<file path="src/rtl/pipeline_stage1_pkg.sv">
// Shared types and helpers for pipeline stage 1: state encoding, default
// opcodes and the opcode-length rule.
package pipeline_stage1_pkg;

  typedef enum logic [2:0] {
    ST_OPCODE = 3'd0,
    ST_OPND1  = 3'd1,
    ST_OPND2  = 3'd2,
    ST_FLUSH  = 3'd3,
    ST_HALT   = 3'd4
  } state_t;

  localparam logic [7:0] DEF_NOP_OPCODE = 8'h00;
  localparam logic [7:0] DEF_BRK_OPCODE = 8'hFF;

  // Instruction length in bytes from the two top opcode bits.
  function automatic logic [1:0] op_len(input logic [7:0] op);
    case (op[7:6])
      2'b01:   op_len = 2'd2;
      2'b10:   op_len = 2'd3;
      default: op_len = 2'd1;
    endcase
  endfunction

endpackage

</file>
<file path="src/rtl/pipeline_stage1_if.sv">
// Memory-side and stage-2-side signals of pipeline stage 1; master drives the
// fetch inputs, slave is the stage itself.
interface pipeline_stage1_if;
  logic [7:0] MemData;
  logic       MemValid;
  logic       BusBusy;
  logic       Flush;
  logic       Resume;
  logic       FetchInc;
  logic [7:0] PipeOut;
  logic [7:0] OperandLo;
  logic [7:0] OperandHi;
  logic       Busy;
  logic       Halted;

  modport master (
    output MemData, MemValid, BusBusy, Flush, Resume,
    input  FetchInc, PipeOut, OperandLo, OperandHi, Busy, Halted
  );

  modport slave (
    input  MemData, MemValid, BusBusy, Flush, Resume,
    output FetchInc, PipeOut, OperandLo, OperandHi, Busy, Halted
  );
endinterface

</file>
<file path="src/rtl/pipeline_stage1_len_decode.sv">
// Combinational opcode-to-length decoder (1, 2 or 3 bytes).
module pipe1_len_decode
  import pipeline_stage1_pkg::*;
(
  input  logic [7:0] op,
  output logic [1:0] len
);
  assign len = op_len(op);
endmodule

</file>
<file path="src/rtl/pipeline_stage1.sv">
// Fetch/assembly stage feeding stage 2: collects opcode and operand bytes and
// issues one opcode per instruction, NOP otherwise. Break/halt under PIPELINE_STAGE1_BREAK_EN.
module pipeline_stage1
  import pipeline_stage1_pkg::*;
#(
  parameter int         FLUSH_CYCLES = 2,
  parameter logic [7:0] NOP_OPCODE   = DEF_NOP_OPCODE,
  parameter logic [7:0] BRK_OPCODE   = DEF_BRK_OPCODE
) (
  input logic              ClockIn,
  input logic              Reset,
  pipeline_stage1_if.slave bus
);

  state_t     state_reg;
  logic [7:0] opc_reg;
  logic [7:0] lo_reg;
  logic       need_hi_reg;
  logic [2:0] cnt_reg;
  logic [7:0] pipe_out_reg;
  logic [7:0] operand_lo_reg;
  logic [7:0] operand_hi_reg;
  logic [1:0] mem_len;
  logic       fetch_state;
  logic       consume;

  pipe1_len_decode u_len (
    .op  (bus.MemData),
    .len (mem_len)
  );

  assign fetch_state = (state_reg == ST_OPCODE) || (state_reg == ST_OPND1) ||
                       (state_reg == ST_OPND2);
  assign consume     = bus.MemValid && !bus.BusBusy && !bus.Flush && !Reset && fetch_state;

  assign bus.FetchInc  = consume;
  assign bus.PipeOut   = pipe_out_reg;
  assign bus.OperandLo = operand_lo_reg;
  assign bus.OperandHi = operand_hi_reg;
  assign bus.Busy      = (state_reg == ST_OPND1) || (state_reg == ST_OPND2);

`ifdef PIPELINE_STAGE1_BREAK_EN
  logic halted_reg;
  assign bus.Halted = halted_reg;
`else
  logic unused_opt;
  assign unused_opt = bus.Resume ^ (^BRK_OPCODE);
  assign bus.Halted = 1'b0;
`endif

  always_ff @(posedge ClockIn) begin
    if (Reset) begin
      state_reg      <= ST_OPCODE;
      opc_reg        <= '0;
      lo_reg         <= '0;
      need_hi_reg    <= 1'b0;
      cnt_reg        <= '0;
      pipe_out_reg   <= NOP_OPCODE;
      operand_lo_reg <= '0;
      operand_hi_reg <= '0;
`ifdef PIPELINE_STAGE1_BREAK_EN
      halted_reg     <= 1'b0;
`endif
    end else begin
      // Every cycle is a bubble unless an instruction issues below.
      pipe_out_reg <= NOP_OPCODE;
      if (bus.Flush) begin
        state_reg   <= ST_FLUSH;
        cnt_reg     <= 3'(FLUSH_CYCLES);
        opc_reg     <= '0;
        lo_reg      <= '0;
        need_hi_reg <= 1'b0;
`ifdef PIPELINE_STAGE1_BREAK_EN
        halted_reg  <= 1'b0;
`endif
      end else begin
        case (state_reg)
          ST_OPCODE: begin
            if (consume) begin
              if (mem_len == 2'd1) begin
                pipe_out_reg   <= bus.MemData;
                operand_lo_reg <= '0;
                operand_hi_reg <= '0;
`ifdef PIPELINE_STAGE1_BREAK_EN
                if (bus.MemData == BRK_OPCODE) begin
                  state_reg  <= ST_HALT;
                  halted_reg <= 1'b1;
                end
`endif
              end else begin
                opc_reg     <= bus.MemData;
                need_hi_reg <= (mem_len == 2'd3);
                state_reg   <= ST_OPND1;
              end
            end
          end
          ST_OPND1: begin
            if (consume) begin
              lo_reg <= bus.MemData;
              if (need_hi_reg) begin
                state_reg <= ST_OPND2;
              end else begin
                pipe_out_reg   <= opc_reg;
                operand_lo_reg <= bus.MemData;
                operand_hi_reg <= '0;
                state_reg      <= ST_OPCODE;
              end
            end
          end
          ST_OPND2: begin
            if (consume) begin
              pipe_out_reg   <= opc_reg;
              operand_lo_reg <= lo_reg;
              operand_hi_reg <= bus.MemData;
              state_reg      <= ST_OPCODE;
            end
          end
          ST_FLUSH: begin
            if (cnt_reg <= 3'd1) begin
              cnt_reg   <= '0;
              state_reg <= ST_OPCODE;
            end else begin
              cnt_reg <= cnt_reg - 3'd1;
            end
          end
`ifdef PIPELINE_STAGE1_BREAK_EN
          ST_HALT: begin
            if (bus.Resume) begin
              state_reg  <= ST_OPCODE;
              halted_reg <= 1'b0;
            end
          end
`endif
          default: state_reg <= ST_OPCODE;
        endcase
      end
    end
  end

endmodule

</file>
<file path="src/flat_wrapper.sv">
// flat-port wrapper written by rule: the top's interface ports become plain ports
module pipeline_stage1_flat import pipeline_stage1_pkg::*;
#(
  parameter int         FLUSH_CYCLES = 2,
  parameter logic [7:0] NOP_OPCODE   = DEF_NOP_OPCODE,
  parameter logic [7:0] BRK_OPCODE   = DEF_BRK_OPCODE
)
  (ClockIn, Reset, bus_MemData, bus_MemValid, bus_BusBusy, bus_Flush, bus_Resume, bus_FetchInc, bus_PipeOut, bus_OperandLo, bus_OperandHi, bus_Busy, bus_Halted);
  pipeline_stage1_if bus_i ();
  input logic ClockIn;
  input logic Reset;
  input wire logic [$bits(bus_i.MemData)-1:0] bus_MemData;
  input wire logic [$bits(bus_i.MemValid)-1:0] bus_MemValid;
  input wire logic [$bits(bus_i.BusBusy)-1:0] bus_BusBusy;
  input wire logic [$bits(bus_i.Flush)-1:0] bus_Flush;
  input wire logic [$bits(bus_i.Resume)-1:0] bus_Resume;
  output wire logic [$bits(bus_i.FetchInc)-1:0] bus_FetchInc;
  output wire logic [$bits(bus_i.PipeOut)-1:0] bus_PipeOut;
  output wire logic [$bits(bus_i.OperandLo)-1:0] bus_OperandLo;
  output wire logic [$bits(bus_i.OperandHi)-1:0] bus_OperandHi;
  output wire logic [$bits(bus_i.Busy)-1:0] bus_Busy;
  output wire logic [$bits(bus_i.Halted)-1:0] bus_Halted;
  assign bus_i.MemData = bus_MemData;
  assign bus_i.MemValid = bus_MemValid;
  assign bus_i.BusBusy = bus_BusBusy;
  assign bus_i.Flush = bus_Flush;
  assign bus_i.Resume = bus_Resume;
  assign bus_FetchInc = bus_i.FetchInc;
  assign bus_PipeOut = bus_i.PipeOut;
  assign bus_OperandLo = bus_i.OperandLo;
  assign bus_OperandHi = bus_i.OperandHi;
  assign bus_Busy = bus_i.Busy;
  assign bus_Halted = bus_i.Halted;
  pipeline_stage1 #(.FLUSH_CYCLES(FLUSH_CYCLES), .NOP_OPCODE(NOP_OPCODE), .BRK_OPCODE(BRK_OPCODE)) u_core (.ClockIn(ClockIn), .Reset(Reset), .bus(bus_i));
endmodule
</file>
<file path="config.mk">
export PLATFORM = sky130hd
export DESIGN_NAME = pipeline_stage1_flat
export DESIGN_NICKNAME = d
export VERILOG_FILES = /design/src/rtl/pipeline_stage1_pkg.sv /design/src/rtl/pipeline_stage1_if.sv /design/src/rtl/pipeline_stage1_len_decode.sv /design/src/rtl/pipeline_stage1.sv /design/src/flat_wrapper.sv
export SDC_FILE = /design/constraint.sdc
export NUM_CORES = 1
export LEC_CHECK = 0
export ABC_AREA = 1
export ABC_CLOCK_PERIOD_IN_PS = 4300
export CORE_ASPECT_RATIO = 1.2
export CORE_MARGIN = 2
export CORE_UTILIZATION = 40
export CTS_CLUSTER_SIZE = 28
export DETAILED_ROUTE_END_ITERATION = 10
export PLACE_DENSITY = 0.7
export SLEW_MARGIN = 20
export SYNTH_ARGS = -nofsm -noshare
export SYNTH_HDL_FRONTEND = slang
export SYNTH_SLANG_ARGS = --single-unit
</file>
<file path="constraint.sdc">
create_clock -name ClockIn -period 4.3 [get_ports ClockIn]
set_clock_uncertainty 0.1 [all_clocks]
set_input_delay 0.86 -clock ClockIn [delete_from_list [all_inputs] [get_ports ClockIn]]
set_output_delay 0.86 -clock ClockIn [all_outputs]
set_load 0.02 [all_outputs]
</file>
# Word-level counts from Yosys, hierarchy flattened
# Cells that the tools add are included.
# totals
out_inout_bits	27
word_cells	80
regBits	47
# op_classes
n_reduce_logical	19
bitwise	2
magnitude_cmp	1
add_sub_neg	1
mux	28
eq_ne	19
# op_table
cell	n
2-to-1 mux 8 bit	13
case mux 8 bit (3 select lines)	3
2-to-1 mux 3 bit	6
!= test 2 bit (second input constant)	6
!= test 3 bit (second input constant)	4
case mux 3 bit (4 select lines)	1
AND reduction 5 bit	2
2-to-1 mux 2 bit	4
AND reduction 7 bit	1
equality test 3 x 2 -> 1 bit (second input constant)	2
equality test 2 x 1 -> 1 bit (second input constant)	2
equality test 2 bit (second input constant)	2
logical AND 1 bit	4
case mux 2 bit (2 select lines)	1
equality test 3 x 1 -> 1 bit (second input constant)	1
<= comparator 3 x 1 -> 1 bit (second input constant)	1
logical NOT 1 bit	3
logical NOT 3 bit	1
logical OR 1 bit	3
!= test 3 x 2 -> 1 bit (second input constant)	1
AND reduction 3 bit	1
nonzero test 3 bit	1
subtractor 3 x 1 -> 3 bit (second input constant)	1
!= test 2 x 1 -> 1 bit (second input constant)	1
other kinds (4)	5

# Depth between registers and ports, before layout
# Gate-level depths: netlist of the first run.
# logic_depth
ltp_word	8
ltp_mapped	11
ltp_nobuf	10

# Modules after synthesis
# A second synthesis of the first run with hierarchy kept.
# unflattened
cells_unflattened	291
area_unflattened_um2	2120.8
# modules_own_cells
module	area_per_inst_um2	cells_per_inst	n_inst
pipeline_stage1	2097.0	287	1
pipe1_len_decode	23.8	4	1

# Worst setup path after synthesis of the first run
# Ideal clock, no wire load.
# synth_timing
path_type	in2out
start	input Reset
end	output bus_FetchInc
path_stages	4
required_time_ns	3.340
arrival_time_ns	1.399
path_slack_ns	1.941
cell_sequence	buf_6 -> nor2_8 -> nand3_4 -> inv_1
# synth_between
elab_chain_len	3
# synth_lines
element	line	source
start: declaration	flat_wrapper.sv:11	input logic Reset;
logical NOT 1 bit	pipeline_stage1.sv:34	assign consume = bus.MemValid && !bus.BusBusy && !bus.Flush && !Reset && fetch_state;
logical AND 1 bit (2 in series)	pipeline_stage1.sv:34	
end: declaration	flat_wrapper.sv:17	output wire logic [$bits(bus_i.FetchInc)-1:0] bus_FetchInc;
# Every way passes these cells.

# Final worst setup path of the first run
# layout_timing
start	input bus_Flush
end	output bus_FetchInc
# layout_between
elab_chain_len	4
# layout_lines
element	line	source
start: declaration	flat_wrapper.sv:15	input wire logic [$bits(bus_i.Flush)-1:0] bus_Flush;
logical NOT 1 bit	pipeline_stage1.sv:34	
logical AND 1 bit (3 in series)	pipeline_stage1.sv:34	
# Every way passes these cells.

==> impl_metrics.ini, run 1 <==
[global_routing]
grt_remaining_overflow = 0
grt_pass1_wl_um = 7380
antenna_found_initial = 0
grt_pass1_vias = 1618
grt_max_degree = 33
track_usage = 0.159

[power]
p_sw_frac = 0.300
total_leakage_power_uw = 0.000978
power_density_nw_per_um2 = 404
p_int_uw = 719
fin_total_pwr_uw = 1030
combPwrFrac = 0.230
switching_power_uw = 308
max-vdd-ir-drop_mv = 0.245
p_clk_frac = 0.314
p_seq_frac = 0.455

[worst_setup_path]
crit_type = input port to output port
slowest_stage = clkdlybuf4s50_1
cp_top_family = buffers and inverters
cp_cell_sequence = clkdlybuf4s50_1 > nor2_8 > nand3_4 > inv_1 > clkdlybuf4s50_1
end_kind = output port
worstPathArrival_ns = 2.59
path_common_cell = clkdlybuf4s50_1
critPathLaunchType = input port
slowest_delay_ns = 0.62
cp_max_fo = 15
path_buf_inv = 3
crit_required_ns = 3.34

[placement]
dpl.cell_count = 357
port_buffers = 38
hpwlAfterDp_um = 3010
gp_congestion = 0.786

[synthesis]
async_flop_share = 0
ys.flop_type = dfxtp_1
synth-edff-count = 0
synth_cells = 270
ys_ff_latch = 46
synth.yosys.seq_area_share = 0.448
syn-cell-area_um2 = 2060
syn_nets = 293
synth_warnings = 0
postSynthAreaPerCell_um2 = 7.61
yosysUniqueCellTypes = 27

[clock_tree]
post-cts-setup-buffers = 0
clkTransAtPathRegs_ns = 0.09
hold_buffers = 0
cts_tree = done
cts_resized = 0
cts-root-buf = clkbuf_8
cts_max_level = 2
clock_path_buffers = 2
cts_made_buffers = 5
clock_latency_ns = 0.30
clock-sinks = 46

[sta]
tightest_slew_ns = 0.623
fin_tns_setup_ns = 0
slew_headroom = 0.583
fmax_mhz = 282
fin_crit_ns = 3.55
fin_crit_sh = 0.826
setup_viol = 0
slew_viol_final = 0
hold_viol = 0
rsz0062_at_grt = false

[floorplan]
core_area_um2 = 4940
rows = 28
die_w_um = 69.4
fp.dieArea_um2 = 5730
die_h_um = 82.5
ioPinCount = 41
start_util = 0.416

[drt]
drt_iter0_drc = 83
drc = 0
dr.pass1.iters = 4
viasPerCell = 4.81
vias = 1754
wirelength_um = 4260
antenna_left = 0
wl_per_cell_um = 11.7

[cells_and_area]
drive_gt1_frac = 0.0557
fin_cells = 365
area_growth_pct = 23.6
final_common_cell = nand2_1
num_antenna_cells = 0
fin_nets = 327
layout_common_cells = 64 x nand2_1, 46 x dfxtp_1, 38 x clkdlybuf4s50_1, 28 x nor2_1, 27 x inv_1

[job]
maxCapViolCount = 0

[min_path]
hp-class = flop to flop

[run_status]
status = finished clean
-- final cells by class --
class / instances / area (um^2)
clock buffers: 5 / 68.8
clock inverters: 3 / 43.8
fillers: 483 / 2400
inverters: 29 / 109
multi-input cells: 183 / 935
flip-flops and latches: 46 / 921
well taps: 60 / 75.1
repair buffers: 39 / 388
-- layer usage --
metal,up-vias,GRT usage,share of wire
met2,33,0.264,0.45
li1,934,-,-
met5,-,0,0
met1,779,0.203,0.49
met3,8,0.0352,0.039
met4,0,0.0647,0.020
-- synth_stat cells, types with 3 or more instances --
master     n  area, um^2
clkbuf_1   3        11.3
o22ai_1    4        25.0
ha_1       9         113
nand2_1   64         240
buf_6      5        56.3
a211oi_1   5        37.5
a21oi_1   22         110
dfxtp_1   46         921
o21ai_1   17        85.1
inv_1     27         101
nor2_1    28         105
o21ai_0   17        85.1
nand3_1    7        35.0
-- per-stage QoR --
step | util | cell area [um^2] | hold slack, ns | setup slack [ns]
floorplan | - | 2060 | 0.330 | 1.94
finish | 0.514 | 2540 | 0.360 | 0.748
global route | 0.514 | 2540 | 0.382 | 0.648
detailed placement | 0.491 | 2430 | 0.350 | 0.755
CTS | 0.514 | 2540 | 0.362 | 0.742
global placement | 0.491 | 2430 | 0.337 | 0.783
-- power by group through the flow --
stage,clock [uW],sequential [uW],combinational [uW]
2_1_floorplan,0,500,135
3_3_place_gp,0,477,235
3_5_place_dp,0,477,236
4_1_cts,334,468,238
5_1_grt,348,471,266
6_report,323,468,236
-- final timing paths --
check	from	endpoint	slack, ns	cells after the start
max	bus_Flush	bus_FetchInc	0.75	5
max reg2reg	u_core.state_reg[0]	u_core.bus.OperandLo[0]	2.09	10
min	u_core.lo_reg[1]	u_core.lo_reg[1]	0.36	2
min reg2reg	u_core.lo_reg[1]	u_core.lo_reg[1]	0.36	2
-- cell families after synthesis --
| logic type | Yosys count | synth area share |
|---|---|---|
| AO/OA/AOI/OAI | 67 | 0.177 |
| adder cells (fa/ha/maj) | 9 | 0.0548 |
| buffers and inverters | 41 | 0.0974 |
| flip-flops | 46 | 0.448 |
| other | 1 | 0.00182 |
| AND/OR/NAND/NOR | 106 | 0.222 |
-- worst register-to-register path: stages (launching register included) --
cell,delay [ns]
dfxtp_1,0.42
inv_1,0.09
ha_1,0.37
inv_1,0.23
nand3_1,0.10
nand2_1,0.10
nand2_1,0.07
inv_2,0.37
nand2_1,0.10
o21ai_1,0.10
nor2_1,0.05
No activity file was read; power rests on OpenSTA's default activity.
==> run 2: changes to the inputs <==
--- a/config.mk
+++ b/config.mk
@@ -6,13 +6,13 @@
 export NUM_CORES = 1
 export LEC_CHECK = 0
 export ABC_AREA = 1
-export ABC_CLOCK_PERIOD_IN_PS = 4300
+export ABC_CLOCK_PERIOD_IN_PS = 3100
 export CORE_ASPECT_RATIO = 1.2
 export CORE_MARGIN = 2
 export CORE_UTILIZATION = 40
 export CTS_CLUSTER_SIZE = 28
 export DETAILED_ROUTE_END_ITERATION = 10
-export PLACE_DENSITY = 0.7
+export PLACE_DENSITY = 0.72
 export SLEW_MARGIN = 20
 export SYNTH_ARGS = -nofsm -noshare
 export SYNTH_HDL_FRONTEND = slang
==> constraint.sdc (replaced) <==
create_clock -name ClockIn -period 3.1 [get_ports ClockIn]
set_clock_uncertainty 0.1 [all_clocks]
set_input_delay 0.62 -clock ClockIn [delete_from_list [all_inputs] [get_ports ClockIn]]
set_output_delay 0.62 -clock ClockIn [all_outputs]
set_load 0.02 [all_outputs]
==> impl_metrics.ini, run 2 (synthesis results as in run 1) <==
[clock_tree]
cts_max_level = 2
clock_path_buffers = 2
cts_tree = done
clock_latency_ns = 0.30
cts_made_buffers = 5
cts_resized = 0
clock-sinks = 46
hold_buffers = 0
post-cts-setup-buffers = 0
cts-root-buf = clkbuf_8
clkTransAtPathRegs_ns = 0.08

[sta]
fin_tns_setup_ns = 0
slew_viol_final = 0
fin_crit_sh = 0.942
hold_viol = 0
setup_viol = 0
fin_crit_ns = 2.92
fmax_mhz = 342
slew_headroom = 0.625
rsz0062_at_grt = false
setup_slack_ns = 0.180
tightest_slew_ns = 0.559
holdWs_ns = 0.360

[worst_setup_path]
r2r-start = u_core.state_reg[0]
crit_type = input port to output port
critPathLaunchType = input port
reg2reg_setup_slack_ns = 0.92
worstReg2RegEnd = u_core.bus.OperandLo[3]
cp_max_fo = 5
end_kind = output port
rr_worst_depth = 10
crit_required_ns = 2.38
worstPathArrival_ns = 2.20

[drt]
dr.pass1.iters = 6
drt_iter0_drc = 70
antenna_left = 0
wl_per_cell_um = 11.5
wirelength_um = 4240
drc = 0
viasPerCell = 4.76
vias = 1746

[cells_and_area]
multi_input_area_um2 = 935
ff_latch_area_um2 = 921
num_antenna_cells = 0
area_growth_pct = 24.2
num-fill-cells = 472
post-route-cell-area_um2 = 2550
layout_common_cells = 64 x nand2_1, 46 x dfxtp_1, 38 x clkdlybuf4s50_1, 28 x nor2_1, 27 x inv_1
drive_gt1_frac = 0.0586
final_common_cell = nand2_1
fin_nets = 329

[global_routing]
track_usage = 0.157
grt_pass1_vias = 1601
antenna_found_initial = 0
grt_pass1_wl_um = 7210
grt_remaining_overflow = 0
grt_max_degree = 33

[floorplan]
fp.dieArea_um2 = 5730
core_area_um2 = 4940
rows = 28
ioPinCount = 41
start_util = 0.416
die_h_um = 82.5
die_w_um = 69.4

[min_path]
hp-start = u_core.lo_reg[1]
min_delay_path_depth = 2
hp-class = flop to flop
holdPathEnd = u_core.lo_reg[1]

[placement]
dp_slack_ns = 0.177
gp_congestion = 0.820
port_buffers = 38
place_area_um2 = 2440
hpwlAfterDp_um = 3100

[job]
maxCapViolCount = 0

[power]
max-vdd-ir-drop_mv = 0.314
total_leakage_power_uw = 0.000982
power_density_nw_per_um2 = 555

[run_status]
status = finished clean
==> run 2: area by class of cell <==
| class | instances | share of cell area |
|---|---|---|
| clock buffer | 6 | 0.0284 |
| clock inverter | 2 | 0.0147 |
| inverter | 29 | 0.0426 |
| multi-input combinational | 183 | 0.366 |
| sequential | 46 | 0.361 |
| tap | 60 | 0.0294 |
| timing repair buffer | 41 | 0.158 |
==> run 2: critical path: stages <==
cell             delay, ns
clkdlybuf4s50_1       0.52
nor2_8                0.16
nand3_4               0.10
inv_1                 0.16
clkdlybuf4s50_1       0.63
==> run 2: how the worst max path moves through the flow <==
stage / startpoint / end
after floorplan: Reset / bus_FetchInc
after global placement: bus_Flush / bus_FetchInc
after detailed placement: bus_Flush / bus_FetchInc
after CTS: bus_Flush / bus_FetchInc
after global routing: Reset / bus_FetchInc
final: bus_Flush / bus_FetchInc
==> run 2: per-stage QoR <==
step	utilization	cells	total power [uW]
floorplan	-	270	881
global placement	0.494	359	989
detailed placement	0.494	359	988
CTS	0.517	367	1430
global route	0.517	367	1500
finish	0.517	367	1420
==> run 2: where the power goes <==
group | switching (uW) | internal (uW)
clock network | 200 | 241
registers | 20.9 | 626
logic | 198 | 131
total | 419 | 997
==> run 2: routing by layer <==
metal | wire [um] | up-vias | GRT usage
met4 | 69 | 0 | 0.0588
li1 | - | 941 | -
met3 | 153 | 5 | 0.0328
met5 | 0 | - | 0
met1 | 2100 | 764 | 0.197
met2 | 1920 | 36 | 0.267
